<file path="src/rtl/dm_arbiter_if.sv">
// Bus bundle between the two requesters, the arbiter and the data memory.
//   slave  : arbiter side (takes requests, drives acks, read data, memory controls)
//   master : environment side (requesters and the data memory model)
interface dm_arbiter_if;
  localparam int unsigned ADDR_W = 12;
  localparam int unsigned DATA_W = 64;

  // requester A (processor)
  logic              req_a;
  logic              we_a;
  logic [ADDR_W-1:0] addr_a;
  logic [DATA_W-1:0] wdata_a;
  logic              ack_a;
  logic [DATA_W-1:0] rdata_a;

  // requester B (DMA / debug)
  logic              req_b;
  logic              we_b;
  logic [ADDR_W-1:0] addr_b;
  logic [DATA_W-1:0] wdata_b;
  logic              ack_b;
  logic [DATA_W-1:0] rdata_b;

  // data memory side
  logic [ADDR_W-1:0] direccion;
  logic [DATA_W-1:0] dataWrite;
  logic              enableWr;
  logic              bitAddress;
  logic [DATA_W-1:0] bus_dataRead;

  // current grant: 00 idle, 01 A, 10 B
  logic [1:0]        owner;

  modport slave (
    input  req_a, we_a, addr_a, wdata_a,
    input  req_b, we_b, addr_b, wdata_b,
    input  bus_dataRead,
    output ack_a, rdata_a, ack_b, rdata_b,
    output direccion, dataWrite, enableWr, bitAddress, owner
  );

  modport master (
    output req_a, we_a, addr_a, wdata_a,
    output req_b, we_b, addr_b, wdata_b,
    output bus_dataRead,
    input  ack_a, rdata_a, ack_b, rdata_b,
    input  direccion, dataWrite, enableWr, bitAddress, owner
  );
endinterface

</file>
<file path="src/rtl/dm_arbiter.sv">
// Round-robin arbiter giving two requesters single-cycle access to one data
// memory. A request sampled at edge N is presented to memory in cycle N+1 and
// acknowledged (with registered read data) in cycle N+2.
//   clk   : clock, rising edge
//   rst_n : asynchronous active-low reset
//   port  : dm_arbiter_if.slave (requests, acks, read data, memory controls)
module dm_arbiter (
  input  logic         clk,
  input  logic         rst_n,
  dm_arbiter_if.slave  port
);
  localparam int unsigned ADDR_W = 12;
  localparam int unsigned DATA_W = 64;

  typedef enum logic [1:0] {
    IDLE   = 2'd0,
    SERV_A = 2'd1,
    SERV_B = 2'd2
  } state_t;

  state_t              state;
  logic                last_b;      // 1: B was served last, so A wins a tie
  logic [ADDR_W-1:0]   cmd_addr;
  logic [DATA_W-1:0]   cmd_wdata;
  logic                cmd_we;
  logic                mem_sel;
  logic [1:0]          owner_q;
  logic                ack_a_q;
  logic                ack_b_q;
  logic [DATA_W-1:0]   rdata_a_q;
  logic [DATA_W-1:0]   rdata_b_q;
  logic                grant_a_c;
  logic                grant_b_c;

  // Next grant; the port just served is ignored at the edge ending its access
  always_comb begin
    grant_a_c = 1'b0;
    grant_b_c = 1'b0;
    case (state)
      IDLE: begin
        grant_a_c = port.req_a & (~port.req_b | last_b);
        grant_b_c = port.req_b & ~(port.req_a & (~port.req_b | last_b));
      end
      SERV_A:  grant_b_c = port.req_b;
      SERV_B:  grant_a_c = port.req_a;
      default: begin
        grant_a_c = 1'b0;
        grant_b_c = 1'b0;
      end
    endcase
  end

  // State, command latch, ack pulse and read-data capture
  always_ff @(posedge clk or negedge rst_n) begin
    if (!rst_n) begin
      state     <= IDLE;
      last_b    <= 1'b1;
      cmd_addr  <= '0;
      cmd_wdata <= '0;
      cmd_we    <= 1'b0;
      mem_sel   <= 1'b0;
      owner_q   <= 2'b00;
      ack_a_q   <= 1'b0;
      ack_b_q   <= 1'b0;
      rdata_a_q <= '0;
      rdata_b_q <= '0;
    end else begin
      ack_a_q <= 1'b0;
      ack_b_q <= 1'b0;

      // Completion of the access presented during this cycle
      case (state)
        SERV_A: begin
          rdata_a_q <= port.bus_dataRead;
          ack_a_q   <= 1'b1;
          last_b    <= 1'b0;
        end
        SERV_B: begin
          rdata_b_q <= port.bus_dataRead;
          ack_b_q   <= 1'b1;
          last_b    <= 1'b1;
        end
        default: begin
          last_b <= last_b;
        end
      endcase

      // Start of the next access, or back to idle with the address held
      if (grant_a_c) begin
        state     <= SERV_A;
        owner_q   <= 2'b01;
        cmd_addr  <= port.addr_a;
        cmd_wdata <= port.wdata_a;
        cmd_we    <= port.we_a;
        mem_sel   <= 1'b1;
      end else if (grant_b_c) begin
        state     <= SERV_B;
        owner_q   <= 2'b10;
        cmd_addr  <= port.addr_b;
        cmd_wdata <= port.wdata_b;
        cmd_we    <= port.we_b;
        mem_sel   <= 1'b1;
      end else begin
        state     <= IDLE;
        owner_q   <= 2'b00;
        cmd_we    <= 1'b0;
        mem_sel   <= 1'b0;
      end
    end
  end

  assign port.direccion  = cmd_addr;
  assign port.dataWrite  = cmd_wdata;
  assign port.enableWr   = cmd_we;
  assign port.bitAddress = mem_sel;
  assign port.owner      = owner_q;
  assign port.ack_a      = ack_a_q;
  assign port.ack_b      = ack_b_q;
  assign port.rdata_a    = rdata_a_q;
  assign port.rdata_b    = rdata_b_q;

endmodule

</file>
<file path="src/flat_wrapper.sv">
// flat-port wrapper written by rule: the top's interface ports become plain ports
module dm_arbiter_flat 
  (clk, rst_n, port_req_a, port_we_a, port_addr_a, port_wdata_a, port_req_b, port_we_b, port_addr_b, port_wdata_b, port_bus_dataRead, port_ack_a, port_rdata_a, port_ack_b, port_rdata_b, port_direccion, port_dataWrite, port_enableWr, port_bitAddress, port_owner);
  dm_arbiter_if port_i ();
  input  logic clk;
  input  logic rst_n;
  input wire logic [$bits(port_i.req_a)-1:0] port_req_a;
  input wire logic [$bits(port_i.we_a)-1:0] port_we_a;
  input wire logic [$bits(port_i.addr_a)-1:0] port_addr_a;
  input wire logic [$bits(port_i.wdata_a)-1:0] port_wdata_a;
  input wire logic [$bits(port_i.req_b)-1:0] port_req_b;
  input wire logic [$bits(port_i.we_b)-1:0] port_we_b;
  input wire logic [$bits(port_i.addr_b)-1:0] port_addr_b;
  input wire logic [$bits(port_i.wdata_b)-1:0] port_wdata_b;
  input wire logic [$bits(port_i.bus_dataRead)-1:0] port_bus_dataRead;
  output wire logic [$bits(port_i.ack_a)-1:0] port_ack_a;
  output wire logic [$bits(port_i.rdata_a)-1:0] port_rdata_a;
  output wire logic [$bits(port_i.ack_b)-1:0] port_ack_b;
  output wire logic [$bits(port_i.rdata_b)-1:0] port_rdata_b;
  output wire logic [$bits(port_i.direccion)-1:0] port_direccion;
  output wire logic [$bits(port_i.dataWrite)-1:0] port_dataWrite;
  output wire logic [$bits(port_i.enableWr)-1:0] port_enableWr;
  output wire logic [$bits(port_i.bitAddress)-1:0] port_bitAddress;
  output wire logic [$bits(port_i.owner)-1:0] port_owner;
  assign port_i.req_a = port_req_a;
  assign port_i.we_a = port_we_a;
  assign port_i.addr_a = port_addr_a;
  assign port_i.wdata_a = port_wdata_a;
  assign port_i.req_b = port_req_b;
  assign port_i.we_b = port_we_b;
  assign port_i.addr_b = port_addr_b;
  assign port_i.wdata_b = port_wdata_b;
  assign port_i.bus_dataRead = port_bus_dataRead;
  assign port_ack_a = port_i.ack_a;
  assign port_rdata_a = port_i.rdata_a;
  assign port_ack_b = port_i.ack_b;
  assign port_rdata_b = port_i.rdata_b;
  assign port_direccion = port_i.direccion;
  assign port_dataWrite = port_i.dataWrite;
  assign port_enableWr = port_i.enableWr;
  assign port_bitAddress = port_i.bitAddress;
  assign port_owner = port_i.owner;
  dm_arbiter u_core (.clk(clk), .rst_n(rst_n), .port(port_i));
endmodule
</file>
<file path="config.mk">
export PLATFORM = sky130hd
export DESIGN_NAME = dm_arbiter_flat
export DESIGN_NICKNAME = d
export VERILOG_FILES = /design/src/rtl/dm_arbiter_if.sv /design/src/rtl/dm_arbiter.sv /design/src/flat_wrapper.sv
export SDC_FILE = /design/constraint.sdc
export NUM_CORES = 1
export LEC_CHECK = 0
export BUFFER_PORTS_ARGS = -buffer_cell sky130_fd_sc_hd__buf_2
export CAP_MARGIN = 20
export CORE_AREA = 2 2 170 172
export CTS_CLUSTER_DIAMETER = 150
export DETAILED_ROUTE_END_ITERATION = 10
export DIE_AREA = 0 0 172 174
export HOLD_SLACK_MARGIN = 0.1
export RECOVER_POWER = 100
export SETUP_SLACK_MARGIN = 0.15
export SLEW_MARGIN = 25
export SYNTH_ARGS = -nofsm -noshare
export SYNTH_HDL_FRONTEND = slang
export SYNTH_SLANG_ARGS = --single-unit
</file>
<file path="constraint.sdc">
create_clock -name clk -period 1.85 [get_ports clk]
set_clock_uncertainty 0.2 [all_clocks]
set_input_delay 0 -clock clk [delete_from_list [all_inputs] [get_ports clk]]
set_output_delay 0 -clock clk [all_outputs]
set_load 0.01 [all_outputs]
</file>
==> flow_summary.toml, run 1 <==
[outcome]
status = "stopped before the end"
failed_stage = "clock tree synthesis"
stop_error = "[ERROR RSZ-0060] Max buffer count reached."

[synthesis]
syn_inst = 706
avgSynthCellArea_um2 = 11.96
syn_area_mm2 = 0.008441
synth_top_area_share = 0.6226
synthTopCellsByArea = "dfrtp_1 (62%), mux2_2 (17%), nand2_1 (6.8%), a31oi_1 (5.6%), nor2_1 (3.4%)"
synth-xor-area-share = 0
synth.largest_area_cell = "dfrtp_1"
ys_ff_latch = 211
synthAdderAreaFrac = 0.004447
muxShareOfSynthArea = 0.1721
synth_top_family_by_area = "multiplexers"
synth-warning-count = 0
yosysSeqAreaShare = 0.6257
synth_compound_area_frac = 0.06196
synth_cell_types = 22
synth-simple-area-share = 0.1044
synth_nets = 931

[placed_design]
detailed_place_hpwl_mm = 18.49
dp_cells = 1501
portBuffers = 431
gp_congestion = 0.8262

[cts]
cts_buffer_depth = 3
cts_hold_buf = 312
cts_root_buffer = "clkbuf_16"
cts_inserted_buffers = 24
htree_levels = 1
postCtsSetupRepairBufs = 4
cts_sinks = 211
cts-resized-gates = 48

[die]
die_x_um = 172
die_h_um = 174
start_util = 0.2989
ios = 432
rows = 62
==> stage by stage <==
step	worst slack (ns)	cell area, um^2	hold slack [ns]
3_3_place_gp	-0.1005	11240	-0.1840
2_1_floorplan	0.09212	8507	-0.4956
3_5_place_dp	-0.1384	11240	-0.1782
==> kinds of logic after synthesis <==
family,count (synthesis)
AND/OR/NAND/NOR,232
flip-flops,211
multiplexers,129
AO/OA/AOI/OAI,82
buffers and inverters,49
adder cells (fa/ha/maj),3
==> cells in the mapped netlist <==
cell type,count
dfstp_2,1
dfrtp_1,210
nor2_1,76
a22o_1,1
a21oi_4,1
o21ai_0,1
mux2_2,129
inv_2,1
o21ai_1,1
and2_1,1
a21oi_1,1
buf_2,29
nand2_1,153
ha_1,3
buf_6,4
a21o_1,1
and2_4,1
inv_1,2
a31oi_1,76
buf_4,4
clkbuf_1,9
nand2b_1,1
==> inputs of run 2 (changes only) <==
- CORE_AREA: 2 2 170 172 -> 2 2 166 168
- CTS_CLUSTER_DIAMETER: 150 -> default
- DIE_AREA: 0 0 172 174 -> 0 0 168 170
- HOLD_SLACK_MARGIN: 0.1 -> default
- PLACE_DENSITY_LB_ADDON: default -> 0.15
- SETUP_SLACK_MARGIN: 0.15 -> default
- clock period: 1.85 -> 2.4 ns (I/O delays scaled with it)
==> run 2 against run 1 <==
  * The run now ends clean
  * Area after synthesis stayed put
  * Synthesized cell count stayed put
==> flow_summary.toml, run 2 <==
[synthesis]
avgSynthCellArea_um2 = 11.96
yosysSeqAreaShare = 0.6257
synth.largest_area_cell = "dfrtp_1"
synthArstFlopShare = 1.000
syn_inst = 706
syn_area_mm2 = 0.008441
synth_edf_count = 0
ys.flop_type = "dfrtp_1"
synth_nets = 931
synth_cell_types = 22
synth_top_area_share = 0.6226
synth_commonest_cells = "dfrtp_1 (210), nand2_1 (153), mux2_2 (129)"
synth_most_common_cell = "dfrtp_1"
synth-warning-count = 0
ys_ff_latch = 211
synthTopCellsByArea = "dfrtp_1 (62%), mux2_2 (17%), nand2_1 (6.8%), a31oi_1 (5.6%), nor2_1 (3.4%)"

[outcome]
status = "complete, no violations"

[critical_path]
cp-end-kind = "flop"
r2r_end = "u_core.port.rdata_a[42]$_DFFE_PN0P_"
critPathKind = "reg -> reg"
worst_setup_path_start_kind = "flop"
cp.arrival_ns = 2.48
critPathMaxFanout = 65
reg2regPathDepth = 4
r2r-start = "u_core.state[1]$_DFF_PN0_"
rrSetupSlack_ns = 0.11
critPathRequiredTime_ns = 2.59

[cts]
cts_sinks = 211
cts_buffer_depth = 3
htree_levels = 1
clk_pin_slew_ns = 0.06
cts_tree = "built"
cts_root_buffer = "clkbuf_16"
clkLatencyLatePin_ns = 0.50
cts_inserted_buffers = 24

[cells_and_area]
final_cell_mix = "dlygate4sd3_1 (223), clkbuf_1 (220), buf_2 (220), dfrtp_1 (210), nand2_1 (152)"
final_common_cell = "dlygate4sd3_1"
utilization = 0.5124
final_nets = 1578
drive_gt1_frac = 0.2914
syn2layout_area_growth_pct = 61.80
fillers = 2485

[drt]
post_drt_wl_per_cell_um = 16.56
first_iter_violations = 307
via_count = 7840
viasPerCell = 4.585
drtAntennaViolNets = 0
drt_wl_total_mm = 28.31
drt_first_pass_iters = 5
route.detailed.drc = 0

[global_routing]
overflow = 0
grt_pass1_wl_mm = 42.99
grt_pass1_vias = 8135
grt_max_degree = 86
gr-usage-all-layers = 0.1879
antenna_found_initial = 2

[sta]
period_share = 0.9562
tightest_slew_ns = 1.041
min_period_ns = 2.295
max_freq_mhz = 435.7
rsz0062_at_grt = "no"
setup_violations = 0
tns_ns = 0
slew_headroom = 0.3060
hold_viol_final = 0
final_max_slew_viol_count = 0
fin_ws_ns = 0.1050

[power_and_ir_drop]
seqPwrFrac = 0.372
ir_worst_vdd_uv = 565.7
leakage_nw = 6.064
power.share.switching = 0.3775
p_int_mw = 10.62
power_density_mw_per_mm2 = 1249
clkPwrFrac = 0.202
power_frac_comb = 0.426
power.switching_mw = 6.439

[worst_hold_path]
hold_depth = 3
hold_class = "in -> reg"
hp-start = "port_we_b"
hold_end = "u_core.port.enableWr$_DFF_PN0_"

[die]
ios = 432
die_area_mm2 = 0.02856
die_h_um = 170
die_x_um = 168
start_util = 0.3167
coreArea_mm2 = 0.02665
rows = 60

[placed_design]
detailed_place_hpwl_mm = 18.33
portBuffers = 431
pre_cts_slack_ns = 0.3306
gp_congestion = 0.8039

[job]
drv_cap = 0
-- run 2: layer usage --
layer / up-vias / track usage / routed length, um
li1: 3707 / - / -
met1: 3730 / 0.2193 / 11090
met2: 339 / 0.3270 / 13820
met3: 64 / 0.05860 / 2484
met4: 0 / 0.06692 / 924
met5: - / 0 / 0
-- run 2: through the flow --
stage	total power, mW	hold WS, ns	cell area (um^2)	instances
2_1_floorplan	10.72	-0.4956	8441	706
6_report	17.06	0.06525	13660	1710
4_1_cts	17.68	0.04603	13990	1706
5_1_grt	18.24	0.05839	13650	1709
3_3_place_gp	13.75	-0.2042	10990	1443
3_5_place_dp	13.87	-0.2085	10990	1443
-- run 2: logic make-up after synthesis --
| group | share of synthesized area |
|---|---|
| buf+inv | 0.03143 |
| mux | 0.1721 |
| simple gates | 0.1044 |
| compound gates | 0.06196 |
| flops | 0.6257 |
| fa+ha+maj | 0.004448 |
-- run 2: how the worst max path moves through the flow --
stage	depth (start not counted)	to	start	slack, ns
finish	4	u_core.port.rdata_a[42]$_DFFE_PN0P_	u_core.state[1]$_DFF_PN0_	0.11
global route	8	u_core.port.direccion[7]$_DFFE_PN0P_	u_core.state[0]$_DFF_PN0_	0.008
floorplan	9	u_core.port.dataWrite[34]$_DFFE_PN0P_	u_core.state[0]$_DFF_PN0_	0.54
CTS	7	u_core.port.enableWr$_DFF_PN0_	u_core.state[0]$_DFF_PN0_	0.02
detailed placement	7	u_core.port.dataWrite[61]$_DFFE_PN0P_	u_core.state[0]$_DFF_PN0_	0.33
global placement	7	u_core.port.dataWrite[6]$_DFFE_PN0P_	u_core.state[0]$_DFF_PN0_	0.38
-- run 2: layout make-up --
type                    count  area (um^2)  area share
multi-input cells         446         2919      0.2137
repair buffers            667         4273      0.3129
diodes                      3        7.507   0.0005497
clock buffers              39        738.2     0.05405
well taps                 341        426.7     0.03124
flip-flops and latches    211         5281      0.3867
inverters                   3        11.26   0.0008246
-- run 2: worst max-delay path, cell delays in order (launching register included) --
cell      delay [ns]
dfrtp_1         0.42
inv_1           0.13
ha_4            0.14
clkbuf_4        0.73
mux2_2          0.42
-- run 2: power by group through the flow --
| stage | combinational, mW | clock (mW) | sequential, mW |
|---|---|---|---|
| final | 7.26 | 3.45 | 6.34 |
| after global routing | 7.93 | 3.73 | 6.58 |
| after CTS | 7.83 | 3.56 | 6.29 |
| after detailed placement | 7.55 | 0 | 6.33 |
| after global placement | 7.45 | 0 | 6.30 |
| after floorplan | 3.52 | 0 | 7.20 |
-- run 2: timing repair --
item | in CTS | in global routing
endpoints found under the setup margin | 0 | 1
hold endpoints to repair | 417 | 0
hold buffers | 224 | 0
resized for setup | 0 | 1
buffers inserted | 0 | 0
Power figures use the tool's default switching activity.
==> inputs of run 3 (changes only) <==
- HOLD_SLACK_MARGIN: default -> 0.1
==> run 3 against run 2 <==
  * The flow now stops in clock tree synthesis
  * Synthesized cell count unchanged
  * Area after synthesis unchanged
==> flow_summary.toml, run 3 <==
[synthesis]
yosysSeqAreaShare = 0.6257
synth_compound_area_frac = 0.06196
synthAdderAreaFrac = 0.004447
synth-warning-count = 0
syn_inst = 706
syn_area_mm2 = 0.008441
ys_ff_latch = 211
synth_top_family_by_area = "multiplexers"
synth_nets = 931
synth_top_area_share = 0.6226
synth_most_common_cell = "dfrtp_1"
synth_edf_count = 0
ys.flop_type = "dfrtp_1"
synth.largest_area_cell = "dfrtp_1"
synthTopCellsByArea = "dfrtp_1 (62%), mux2_2 (17%), nand2_1 (6.8%), a31oi_1 (5.6%), nor2_1 (3.4%)"
synth_commonest_cells = "dfrtp_1 (210), nand2_1 (153), mux2_2 (129)"
synth_cell_types = 22
avgSynthCellArea_um2 = 11.96
synth-xor-area-share = 0
muxShareOfSynthArea = 0.1721
synthArstFlopShare = 1.000
synth-simple-area-share = 0.1044

[cts]
cts_root_buffer = "clkbuf_16"
cts_buffer_depth = 3
postCtsSetupRepairBufs = 0
cts_sinks = 211
htree_levels = 1
cts_hold_buf = 298
cts-resized-gates = 0
cts_inserted_buffers = 24

[placed_design]
gp_congestion = 0.8039
dp_cells = 1443
portBuffers = 431
detailed_place_hpwl_mm = 18.33
pre_cts_slack_ns = 0.3306

[outcome]
stop_error = "[ERROR RSZ-0060] Max buffer count reached."
failed_stage = "clock tree synthesis"
status = "stopped before the end"

[die]
die_h_um = 170
ios = 432
die_x_um = 168
rows = 60
start_util = 0.3167
[run 3: metrics by stage]
stage	util	instance area, um^2
after detailed placement	0.4125	10990
after global placement	0.4125	10990
after floorplan	-	8441
[run 3: cells by family after synthesis]
kind of cell	Yosys count
mux	129
buf+inv	49
simple gates	232
flops	211
fa+ha+maj	3
compound gates	82
